<file path="config.mk">
export PLATFORM = sky130hd
export DESIGN_NAME = dsp_pipe_ctrl
export DESIGN_NICKNAME = d
export VERILOG_FILES = /design/src/rtl/dsp_pkg.sv /design/src/rtl/dsp_tok_pipe.sv /design/src/rtl/dsp_pipe_ctrl.sv
export SDC_FILE = /design/constraint.sdc
export NUM_CORES = 1
export LEC_CHECK = 0
export CAP_MARGIN = 0
export CORE_MARGIN = 2
export CORE_UTILIZATION = 51
export DETAILED_ROUTE_END_ITERATION = 10
export PLACE_DENSITY_LB_ADDON = 0.15
export SLEW_MARGIN = 15
export SYNTH_ARGS = -nofsm -noshare
export SYNTH_HDL_FRONTEND = slang
export SYNTH_SLANG_ARGS = --single-unit
</file>
<file path="constraint.sdc">
create_clock -name clk -period 3.15 [get_ports clk]
set_input_delay 0.4725 -clock clk [delete_from_list [all_inputs] [get_ports clk]]
set_output_delay 0.4725 -clock clk [all_outputs]
set_load 0.02 [all_outputs]
</file>
<file path="src/rtl/dsp_pkg.sv">
// Shared definitions for the DSP48A1 control slice: group FSM states,
// token sideband carried alongside each operand pair, and Z-mux opmode codes.
package dsp_pkg;

   typedef enum logic [0:0] {
      IDLE  = 1'b0,   // next accepted token opens a new group
      ACCUM = 1'b1    // inside a group, next token accumulates
   } grp_state_e;

   typedef struct packed {
      logic valid;    // a real operand token occupies this stage
      logic first;    // token opens its accumulation group
      logic last;     // token closes its accumulation group
   } tok_t;

   // OPMODE[3:2] Z-mux encodings used by the slice top
   localparam logic [1:0] OPMODE_Z_ZERO = 2'b00;
   localparam logic [1:0] OPMODE_Z_PCIN = 2'b01;
   localparam logic [1:0] OPMODE_Z_P    = 2'b10;
   localparam logic [1:0] OPMODE_Z_C    = 2'b11;

endpackage

</file>
<file path="src/rtl/dsp_tok_pipe.sv">
// Token sideband shift register mirroring the datapath register depth.
// Stage 0 is the first register after acceptance; stage DEPTH-1 is P.
module dsp_tok_pipe
   import dsp_pkg::*;
#(
   parameter int DEPTH = 3
)
(
   input  logic               clk,
   input  logic               rst,
   input  logic               clear,
   input  logic               adv,
   input  tok_t               in_tok,
   output tok_t [DEPTH-1:0]   tok_q
);

   tok_t [DEPTH-1:0] pipe_r;

   // Shift one stage per advance; clear discards every in-flight token
   always_ff @(posedge clk or posedge rst) begin
      if (rst) begin
         pipe_r <= '0;
      end else if (clear) begin
         pipe_r <= '0;
      end else if (adv) begin
         pipe_r[0] <= in_tok;
         for (int i = 1; i < DEPTH; i++) begin
            pipe_r[i] <= pipe_r[i-1];
         end
      end else begin
         pipe_r <= pipe_r;
      end
   end

   assign tok_q = pipe_r;

endmodule

</file>
<file path="src/rtl/dsp_pipe_ctrl.sv">
// Control-side initiator for the DSP48A1 datapath: per-stage clock enables,
// sync clear and Z/accumulate select, with valid/ready on both sides.
// Carries no data; operand tokens are tracked as sideband only.
module dsp_pipe_ctrl
   import dsp_pkg::*;
#(
   parameter int AREG  = 1,
   parameter int MREG  = 1,
   parameter int PREG  = 1,
   parameter int CNT_W = 8
)
(
   input  logic             clk,
   input  logic             rst,
   input  logic             flush,
   input  logic             in_valid,
   input  logic             in_last,
   output logic             in_ready,
   output logic             ce_ab,
   output logic             ce_m,
   output logic             ce_p,
   output logic             rst_dp,
   output logic             sel_ab,
   output logic             sel_m,
   output logic             z_acc,
   output logic             out_valid,
   input  logic             out_ready,
   output logic [CNT_W-1:0] out_cnt
);

   localparam int LAT = AREG + MREG + 1;
   localparam logic [CNT_W-1:0] CNT_ONE = {{(CNT_W-1){1'b0}}, 1'b1};
   localparam logic [CNT_W-1:0] CNT_MAX = {CNT_W{1'b1}};

   // Accumulation lives in P, so a bypassed P stage cannot work
   generate
      if (PREG != 1) begin : g_preg_chk
         $error("dsp_pipe_ctrl: PREG must be 1");
      end
   endgenerate

   function automatic logic [CNT_W-1:0] sat_inc(input logic [CNT_W-1:0] v);
      if (v == CNT_MAX) return v;
      else              return v + CNT_ONE;
   endfunction

   tok_t [LAT-1:0]   tok_s;
   tok_t             in_tok_s;
   tok_t             m_in_tok_s;
   tok_t             p_in_tok_s;
   grp_state_e       state_r;
   grp_state_e       state_nxt_s;
   logic [CNT_W-1:0] cnt_r;
   logic             stall_s;
   logic             adv_s;
   logic             accept_s;
   logic             ce_p_s;
   logic             unused_tok_s;

   // A completed sum in P that downstream refuses freezes the whole pipe
   assign stall_s  = tok_s[LAT-1].valid & tok_s[LAT-1].last & ~out_ready;
   assign adv_s    = ~stall_s & ~flush;
   assign in_ready = adv_s & ~rst;
   assign accept_s = in_valid & in_ready;

   // Sideband of the token entering the pipe; a bubble is all-zero
   always_comb begin
      in_tok_s       = '0;
      in_tok_s.valid = accept_s;
      in_tok_s.first = accept_s & (state_r == IDLE);
      in_tok_s.last  = accept_s & in_last;
   end

   dsp_tok_pipe #(.DEPTH(LAT)) u_tok_pipe (
      .clk    (clk),
      .rst    (rst),
      .clear  (flush),
      .adv    (adv_s),
      .in_tok (in_tok_s),
      .tok_q  (tok_s)
   );

   // Token at each stage's input: a bypassed stage sees the live upstream token
   generate
      if (AREG != 0) begin : g_m_in_reg
         assign m_in_tok_s = tok_s[0];
      end else begin : g_m_in_byp
         assign m_in_tok_s = in_tok_s;
      end
      if (LAT >= 2) begin : g_p_in_reg
         assign p_in_tok_s = tok_s[LAT-2];
      end else begin : g_p_in_byp
         assign p_in_tok_s = in_tok_s;
      end
   endgenerate

   assign ce_ab     = accept_s;
   assign ce_m      = adv_s & m_in_tok_s.valid;
   assign ce_p_s    = adv_s & p_in_tok_s.valid;
   assign ce_p      = ce_p_s;
   assign z_acc     = ce_p_s & ~p_in_tok_s.first;
   assign rst_dp    = flush & ~rst;
   assign sel_ab    = (AREG != 0) ? 1'b1 : 1'b0;
   assign sel_m     = (MREG != 0) ? 1'b1 : 1'b0;
   assign out_valid = tok_s[LAT-1].valid & tok_s[LAT-1].last;
   assign out_cnt   = cnt_r;

   // Sideband fields the control decode does not consume
   assign unused_tok_s = ^{tok_s, m_in_tok_s.first, m_in_tok_s.last, p_in_tok_s.last};

   // Group tracking: a last token returns to IDLE, any other keeps accumulating
   always_comb begin
      state_nxt_s = state_r;
      if (accept_s) begin
         case (state_r)
            IDLE:    state_nxt_s = in_last ? IDLE : ACCUM;
            ACCUM:   state_nxt_s = in_last ? IDLE : ACCUM;
            default: state_nxt_s = IDLE;
         endcase
      end else begin
         state_nxt_s = state_r;
      end
   end

   // Group state register; flush abandons a partial group
   always_ff @(posedge clk or posedge rst) begin
      if (rst) begin
         state_r <= IDLE;
      end else if (flush) begin
         state_r <= IDLE;
      end else begin
         state_r <= state_nxt_s;
      end
   end

   // Products summed in P: restart on a first token, saturate otherwise
   always_ff @(posedge clk or posedge rst) begin
      if (rst) begin
         cnt_r <= '0;
      end else if (flush) begin
         cnt_r <= '0;
      end else if (ce_p_s) begin
         cnt_r <= p_in_tok_s.first ? CNT_ONE : sat_inc(cnt_r);
      end else begin
         cnt_r <= cnt_r;
      end
   end

endmodule
</file>
# After elaboration in Yosys (flattened, before gate mapping)
# Cells that the tools add are included.
# op_classes
addsub	1
eq_ne	2
mux	9
bitwise_logic	17
reduce_logical	4
# ops
op	n
$mux W8	4
$mux W9	2
$and A1 B1 Y1	11
$add A8 B1 Y8 const B	1
$eq A8 B8 Y1 const B	1
$not A1 Y1	6
$reduce_bool A2 Y1	3
$mux W1	3
$ne A3 B2 Y1 const B	1
$reduce_and A2 Y1	1
# word_totals
reg_bits	17
elab_cells	43

# Depth between registers and ports, before layout
# Gate-level depths: netlist of run 1.
# depth
ltp_word	9
ltp_mapped	5

# Cells and area by module
# From an unflattened synthesis of run 1, not the netlist that was laid out.
# hier_totals
cells_unflattened	100
area_unflattened_um2	1003.5
# by_module_without_submodules
module	n_inst	cells_each	area_per_inst_um2	seq_area_each_um2
dsp_pipe_ctrl	1	70	635.6	225.2
dsp_tok_pipe	1	30	367.9	225.2

# Worst setup path before layout of run 1
# No wires, ideal clock.
# synth_timing
path_kind	input -> output
start	input out_ready
end	output ce_ab
arrival_ns	1.433
required_ns	2.677
path_slack_ns	1.244
cell_stages	4
path_cell_list	and3b_1 > buf_2 > buf_2 > nor3_1
# synth_via
elab_chain_cells	6
# synth_rtl
element	line	text
start: declaration	dsp_pipe_ctrl.sv:27	input logic out_ready,
$not A1 Y1	dsp_pipe_ctrl.sv:61	assign stall_s = tok_s[LAT-1].valid & tok_s[LAT-1].last & ~out_ready;
$and A1 B1 Y1	dsp_pipe_ctrl.sv:61	
$not A1 Y1	dsp_pipe_ctrl.sv:62	assign adv_s = ~stall_s & ~flush;
$and A1 B1 Y1	dsp_pipe_ctrl.sv:62	
$and A1 B1 Y1	dsp_pipe_ctrl.sv:63	assign in_ready = adv_s & ~rst;
$and A1 B1 Y1	dsp_pipe_ctrl.sv:64	assign accept_s = in_valid & in_ready;
end: declaration	dsp_pipe_ctrl.sv:19	output logic ce_ab,
# Every way passes these cells.

# Final worst setup path of run 1
# layout_timing
start	input out_ready
end	output z_acc
# layout_via
elab_chain_cells	6
# layout_rtl
element	line	text
$not A1 Y1	dsp_pipe_ctrl.sv:61	
$and A1 B1 Y1	dsp_pipe_ctrl.sv:61	
$not A1 Y1	dsp_pipe_ctrl.sv:62	
$and A1 B1 Y1	dsp_pipe_ctrl.sv:62	
$and A1 B1 Y1	dsp_pipe_ctrl.sv:99	assign ce_p_s = adv_s & p_in_tok_s.valid;
$and A1 B1 Y1	dsp_pipe_ctrl.sv:101	assign z_acc = ce_p_s & ~p_in_tok_s.first;
end: declaration	dsp_pipe_ctrl.sv:25	output logic z_acc,
# Every way passes these cells.

==> results of run 1 <==
==> state kept, by name, indices dropped and copies added (netlist names) <==
register          cells
out_cnt               8
u_tok_pipe.tok_q      8
state_r               1
==> worst min-delay path: stages (launching register included) <==
cell,delay (ns)
dfrtp_1,0.36
nor2_1,0.05
nor2_1,0.08
==> path summary, 6_finish.rpt <==
path                                      from             endpoint  slack [ns]
min reg2reg                u_tok_pipe.tok_q[3]  u_tok_pipe.tok_q[6]        0.53
min                        u_tok_pipe.tok_q[3]  u_tok_pipe.tok_q[6]        0.53
max in group asynchronous                  rst           out_cnt[0]        2.08
max                                  out_ready                z_acc        0.64
max reg2reg                u_tok_pipe.tok_q[6]           out_cnt[1]        1.60
min in group asynchronous                  rst  u_tok_pipe.tok_q[3]        0.64
==> cells by family after synthesis <==
kind of cell    after synthesis  synth area share
simple gates                 49             0.263
compound gates               25             0.180
flops                        17             0.447
buf+inv                      13            0.0618
mux                           3            0.0315
fa+ha+maj                     1            0.0131
other cells                   1           0.00394
==> area by class of cell <==
| cell class | instances | area, um2 |
|---|---|---|
| Clock buffer | 4 | 26.3 |
| Fill cell | 155 | 546 |
| Inverter | 6 | 22.5 |
| Multi-Input combinational cell | 80 | 472 |
| Sequential cell | 17 | 425 |
| Tap cell | 25 | 31.3 |
| Timing Repair Buffer | 23 | 223 |
==> power by group <==
part           switching, uW  internal (uW)  leakage, uW  total [uW]
clock                   70.1           49.3    0.0000150         119
combinational           47.2           40.0     0.000255        87.2
sequential              14.3            229     0.000232         244
total                    132            319     0.000503         450
==> Yosys cell counts, types with 2 or more instances <==
cell type,instances,share of area
a21oi_1,11,0.058
nor4_1,3,0.020
nand3_1,3,0.016
nor3_1,7,0.037
inv_1,6,0.024
dfrtp_1,17,0.45
a31oi_1,2,0.013
clkbuf_1,3,0.012
nand2_1,12,0.047
o21ai_0,3,0.016
and3_1,2,0.013
mux2i_1,3,0.032
nor2b_1,2,0.013
buf_2,2,0.011
buf_4,2,0.016
nor2_1,12,0.047
==> stage by stage <==
step / power, uW / area (um2) / utilization
2_1_floorplan: 298 / 956 / -
3_3_place_gp: 332 / 1170 / 0.672
3_5_place_dp: 335 / 1170 / 0.672
4_1_cts: 453 / 1200 / 0.687
5_1_grt: 472 / 1200 / 0.687
6_report: 450 / 1200 / 0.687
==> layer usage <==
layer / GRT usage / wire length, um / vias up / part of all wire
met5: 0 / 0 / - / 0
met3: 0.0269 / 94 / 4 / 0.047
met1: 0.247 / 851 / 402 / 0.42
met2: 0.384 / 1030 / 27 / 0.51
met4: 0.122 / 31 / 0 / 0.015
li1: - / - / 424 / -
==> results.cfg, run 1 <==
[run_status]
status = completed

[timing]
slew_headroom = 0.553
post-route-period-util = 0.797
report.final.slew_viol_count = 0
worst_slack_ns = 0.638
skew_ns = 0.00213
fin_setup_tns_ns = 0
hold_violations = 0
period_needed_ns = 2.51
grt_setup_unrepaired = false
finalSetupViolCount = 0
max_freq_ghz = 0.398
whs_ns = 0.529
worstMarginPinSlew_ns = 0.669

[route]
totalWireLength_um = 2010
drc = 0
drtPass1Iterations = 4
vias = 857
dr.first_iter.drc_count = 13
via_per_inst = 5.53
avgRoutedWirePerCell_um = 12.9
drtAntennaViolNets = 0

[clock_network]
htree_num_levels = 1
cts_setup_buffers = 0
numClockSinks = 17
tritoncts = done
cts_resized = 0
clock_latency_ns = 0.29
ctsRootBufferMaster = clkbuf_4
cts_buffers = 3
clkTransAtPathRegs_ns = 0.10
cts_max_path_buffers = 2
holdBufCountCts = 0

[floorplanning]
die_y_um = 47.2
die_area_um2 = 2230
die_w_um = 47.2
ioPinCount = 23
coreArea_um2 = 1750
initial_core_util = 0.546
rows = 15

[critical_path]
path_cells = clkdlybuf4s50_1, nand3b_2, nand2_1, nor3_1, clkdlybuf4s50_1
reg2reg_depth = 5
required_ns = 2.68
crit_path_top_delay_cell = clkdlybuf4s50_1
startpoint_type = primary input
path_depth = 5
max_stage_delay_ns = 0.62
critPathArrivalTime_ns = 2.04
cpMostUsedCell = clkdlybuf4s50_1
crit_path_end_kind = primary output
critPathKind = primary input to primary output
critPathTopFamily = buffers and inverters
crit_buf_inv = 2
cp_max_fo = 7

[logic_synthesis]
netlist_instances = 109
synthFlopType = dfrtp_1
yosysSeqAreaShare = 0.447
async_flop_share = 1.00
synth-seq-cells = 17
syn_area_um2 = 952
syn-mean-instance-area_um2 = 8.74
yosys_warnings = 0
synth_cell_types = 35
synth_enable_flop_cells = 0

[placement]
port_buffers = 20
gp_congestion = 0.875
pre_cts_ws_ns = 0.626
placed_cells = 151
hpwl_um = 1510

[pwr]
peakVddDrop_mv = 0.316
p_leak_uw = 0.000503
power_density_nw_per_um2 = 375

[grt]
track_usage = 0.216
grt_max_degree = 18
antenna_found_initial = 0
grt.overflow.total = 0
grt_pass1_vias = 829
grt_pass1_wl_um = 3350

[hold_path]
worstHoldPathCells = 2
hold_path_class = register to register

[final_layout]
layout.cells.non_filler = 155
mostFrequentLayoutCells = clkdlybuf4s50_1, dfrtp_1, nand2_1, nor2_1, a21oi_1
layout.nets = 138
antenna_cells = 0
final_common_cell = clkdlybuf4s50_1
area_growth_pct = 26.0
drive_above_1_share = 0.100

[job]
drv_cap = 0
Power figures use the tool's default switching activity.
==> run 2, diff against run 1 <==
Settings changed: CORE_UTILIZATION 51 to 48.
Clock period 3.15 ns to 2.51 ns, I/O delays scaled along.
==> results.cfg, run 2 (synthesized netlist as in run 1, its figures left out) <==
[critical_path]
crit_path_end_kind = primary output
startpoint = out_ready
crit_buf_inv = 2
path_cells = clkdlybuf4s50_1, and3b_1, nor3_1, clkdlybuf4s50_1
startpoint_type = primary input
cp_max_fo = 10
cpMostUsedCell = clkdlybuf4s50_1
crit_path_top_delay_cell = clkdlybuf4s50_1
reg2reg_setup_slack_ns = 0.92
r2r-start = u_tok_pipe.tok_q[6]
required_ns = 2.13
max_stage_delay_ns = 0.64
critPathArrivalTime_ns = 1.96
critPathTopFamily = buffers and inverters
critPathKind = primary input to primary output

[job]
drv_cap = 0

[route]
vias = 837
drtPass1Iterations = 4
dr.first_iter.drc_count = 11
drc = 0
avgRoutedWirePerCell_um = 12.3
drtAntennaViolNets = 0
via_per_inst = 5.26
totalWireLength_um = 1960

[grt]
met2_usage = 0.329
grt_busiest_layer = met2
track_usage = 0.185
antenna_found_initial = 0
grt_pass1_wl_um = 3310
groute.layer.met1.usage = 0.214
grt.overflow.total = 0
grt_max_degree = 18
grt_pass1_vias = 786
grtUsageMet3 = 0.0278

[clock_network]
holdBufCountCts = 0
clock_latency_ns = 0.29
cts_setup_buffers = 0
numClockSinks = 17
cts_max_path_buffers = 2
cts_resized = 0
tritoncts = done
htree_num_levels = 1
clkTransAtPathRegs_ns = 0.10
ctsRootBufferMaster = clkbuf_4
cts_buffers = 3

[timing]
grt_setup_unrepaired = false
worst_slack_ns = 0.178
fin_setup_tns_ns = 0
finalSetupViolCount = 0
skew_ns = 0.00354
slew_headroom = 0.564
period_needed_ns = 2.33
whs_ns = 0.522
post-route-period-util = 0.929
max_freq_ghz = 0.429
report.final.slew_viol_count = 0
worstMarginPinSlew_ns = 0.654
hold_violations = 0

[hold_path]
hold_path_class = register to register
worstHoldStart = u_tok_pipe.tok_q[3]

[pwr]
peakVddDrop_mv = 0.330
power_density_nw_per_um2 = 464
p_leak_uw = 0.000513
report.power.total_uw = 565

[floorplanning]
die_w_um = 48.5
die_area_um2 = 2360
ioPinCount = 23
die_y_um = 48.5
rows = 16
coreArea_um2 = 1920
initial_core_util = 0.495

[placement]
port_buffers = 20
hpwl_um = 1480
gp_congestion = 0.778
pre_cts_ws_ns = 0.164

[final_layout]
final_common_cell = clkdlybuf4s50_1
layout.nets = 140
nFillCells = 184
antenna_cells = 0
drive_above_1_share = 0.114
fin_util = 0.633
mostFrequentLayoutCells = clkdlybuf4s50_1, dfrtp_1, nand2_1, nor2_1, a21oi_1
multi_input_area_um2 = 472
area_growth_pct = 27.9
regArea_um2 = 425

[run_status]
status = completed
-- run 2: cell type report --
cell class              instances  share of cell area
well taps                      27              0.0277
clock buffers                   4              0.0216
inverters                       6              0.0185
multi-input cells              80               0.387
repair buffers                 25               0.195
flip-flops and latches         17               0.349
-- run 2: worst paths after layout --
path                                       end  depth (start not counted)
setup / recovery                          ce_p                          4
hold / removal             u_tok_pipe.tok_q[6]                          2
setup reg to reg                    out_cnt[1]                          5
hold reg to reg            u_tok_pipe.tok_q[6]                          2
max in group asynchronous           out_cnt[6]                          2
min in group asynchronous           out_cnt[3]                          2
-- run 2: routing by layer --
layer | wire (um) | share of wire | vias up
li1 | - | - | 427
met2 | 949 | 0.48 | 19
met1 | 905 | 0.46 | 386
met5 | 0 | 0 | -
met3 | 59 | 0.030 | 5
met4 | 44 | 0.022 | 0
-- run 2: power breakdown --
group	total [uW]	switching [uW]	internal (uW)
Clock	150	88.5	61.9
Sequential	305	17.1	288
Combinational	110	59.1	51.0
Total	565	165	401
-- run 2: through the flow --
step | std cells | cell area [um2]
floorplan | 110 | 956
global placement | 155 | 1190
detailed placement | 155 | 1190
CTS | 159 | 1220
global route | 159 | 1220
finish | 159 | 1220
-- run 2: worst register-to-register path, delay by kind of cell, from the launching register on --
family	cells	cell delay [ns]
compound gates	2	0.40
buf+inv	1	0.20
flops	1	0.40
mux	1	0.22
simple gates	1	0.29
==> run 3, diff against run 2 <==
Settings changed: CORE_ASPECT_RATIO set to 1.2.
==> results.cfg, run 3 (synthesized netlist as in run 1, its figures left out) <==
[placement]
dpl-instance-area_um2 = 1180
port_buffers = 20
hpwl_um = 1490
pre_cts_ws_ns = 0.215
gp_congestion = 0.844

[critical_path]
startpoint_type = primary input
crit_path_end_kind = primary output
critPathKind = primary input to primary output
required_ns = 2.13
cp_max_fo = 7
critPathArrivalTime_ns = 1.92

[floorplanning]
die_w_um = 44.7
initial_core_util = 0.515
die_y_um = 52.8
rows = 17
ioPinCount = 23
die_area_um2 = 2360
coreArea_um2 = 1850

[timing]
skew_ns = 0.00221
report.final.slew_viol_count = 0
worst_slack_ns = 0.215
fin_setup_tns_ns = 0
post-route-period-util = 0.914
grt_setup_unrepaired = false
slew_headroom = 0.550
finalSetupViolCount = 0
worstMarginPinSlew_ns = 0.674
hold_violations = 0
period_needed_ns = 2.29
max_freq_ghz = 0.436
whs_ns = 0.509

[route]
drtPass1Iterations = 2
totalWireLength_um = 2000
drtAntennaViolNets = 0
dr.first_iter.drc_count = 10
via_per_inst = 5.65
vias = 853
avgRoutedWirePerCell_um = 13.3
drc = 0

[clock_network]
htree_num_levels = 1
numClockSinks = 17
cts_buffers = 3
clkTransAtPathRegs_ns = 0.10
clock_latency_ns = 0.29
ctsRootBufferMaster = clkbuf_4
cts_setup_buffers = 0
cts_max_path_buffers = 2
tritoncts = done
holdBufCountCts = 0
cts_resized = 0

[grt]
grt_pass1_vias = 784
antenna_found_initial = 0
grt_pass1_wl_um = 3250
track_usage = 0.192
grt_max_degree = 18
grt.overflow.total = 0

[final_layout]
fin_util = 0.652
antenna_cells = 0
drive_above_1_share = 0.114
fin_area_um2 = 1210
nFillCells = 163
area_growth_pct = 26.8
layout.nets = 140
mostFrequentLayoutCells = clkdlybuf4s50_1, dfrtp_1, nand2_1, nor2_1, a21oi_1
final_common_cell = clkdlybuf4s50_1

[run_status]
status = completed

[pwr]
peakVddDrop_mv = 0.444
power_density_nw_per_um2 = 469
p_leak_uw = 0.000511

[job]
drv_cap = 0

[hold_path]
hold_path_class = register to register
[run 3: cell counts in the layout (fill, tap and decap cells not counted)]
Identical to the previous run, type by type.
[run 3: per-stage QoR]
step / power (uW) / cells
floorplan: 374 / 110
global placement: 419 / 147
detailed placement: 421 / 147
CTS: 571 / 151
global route: 594 / 151
finish: 567 / 151
[run 3: worst max-delay path: stages]
cell and delay (ns):
clkdlybuf4s50_1 0.51, buf_4 0.21, nor3_1 0.19, clkdlybuf4s50_1 0.63
[run 3: worst paths after layout]
path                                     start                   to  slack (ns)  cells after the start
min in group asynchronous                  rst  u_tok_pipe.tok_q[5]        0.55                      2
setup reg to reg                    out_cnt[1]           out_cnt[3]        0.99                      5
setup / recovery                         flush                ce_ab        0.22                      4
hold / removal             u_tok_pipe.tok_q[3]  u_tok_pipe.tok_q[6]        0.51                      2
max in group asynchronous                  rst           out_cnt[4]        1.54                      2
hold reg to reg            u_tok_pipe.tok_q[3]  u_tok_pipe.tok_q[6]        0.51                      2
[run 3: per-layer routing]
metal | GRT usage | up-vias | share of wire
li1 | - | 428 | -
met1 | 0.221 | 399 | 0.43
met2 | 0.329 | 22 | 0.51
met3 | 0.0276 | 4 | 0.043
met4 | 0.111 | 0 | 0.013
met5 | 0 | - | 0
[run 3: where the power goes]
part	switching (uW)	leakage (uW)	internal (uW)
clock	89.2	0.0000150	61.8
combinational	58.9	0.000264	51.2
sequential	17.6	0.000232	288
[run 3: area by class of cell]
cell class                      instances  area [um2]  share of cell area
Multi-Input combinational cell         80         472               0.391
Timing Repair Buffer                   25         238               0.197
Sequential cell                        17         425               0.352
Tap cell                               19        23.8              0.0197
Clock buffer                            4        26.3              0.0218
Inverter                                6        22.5              0.0187
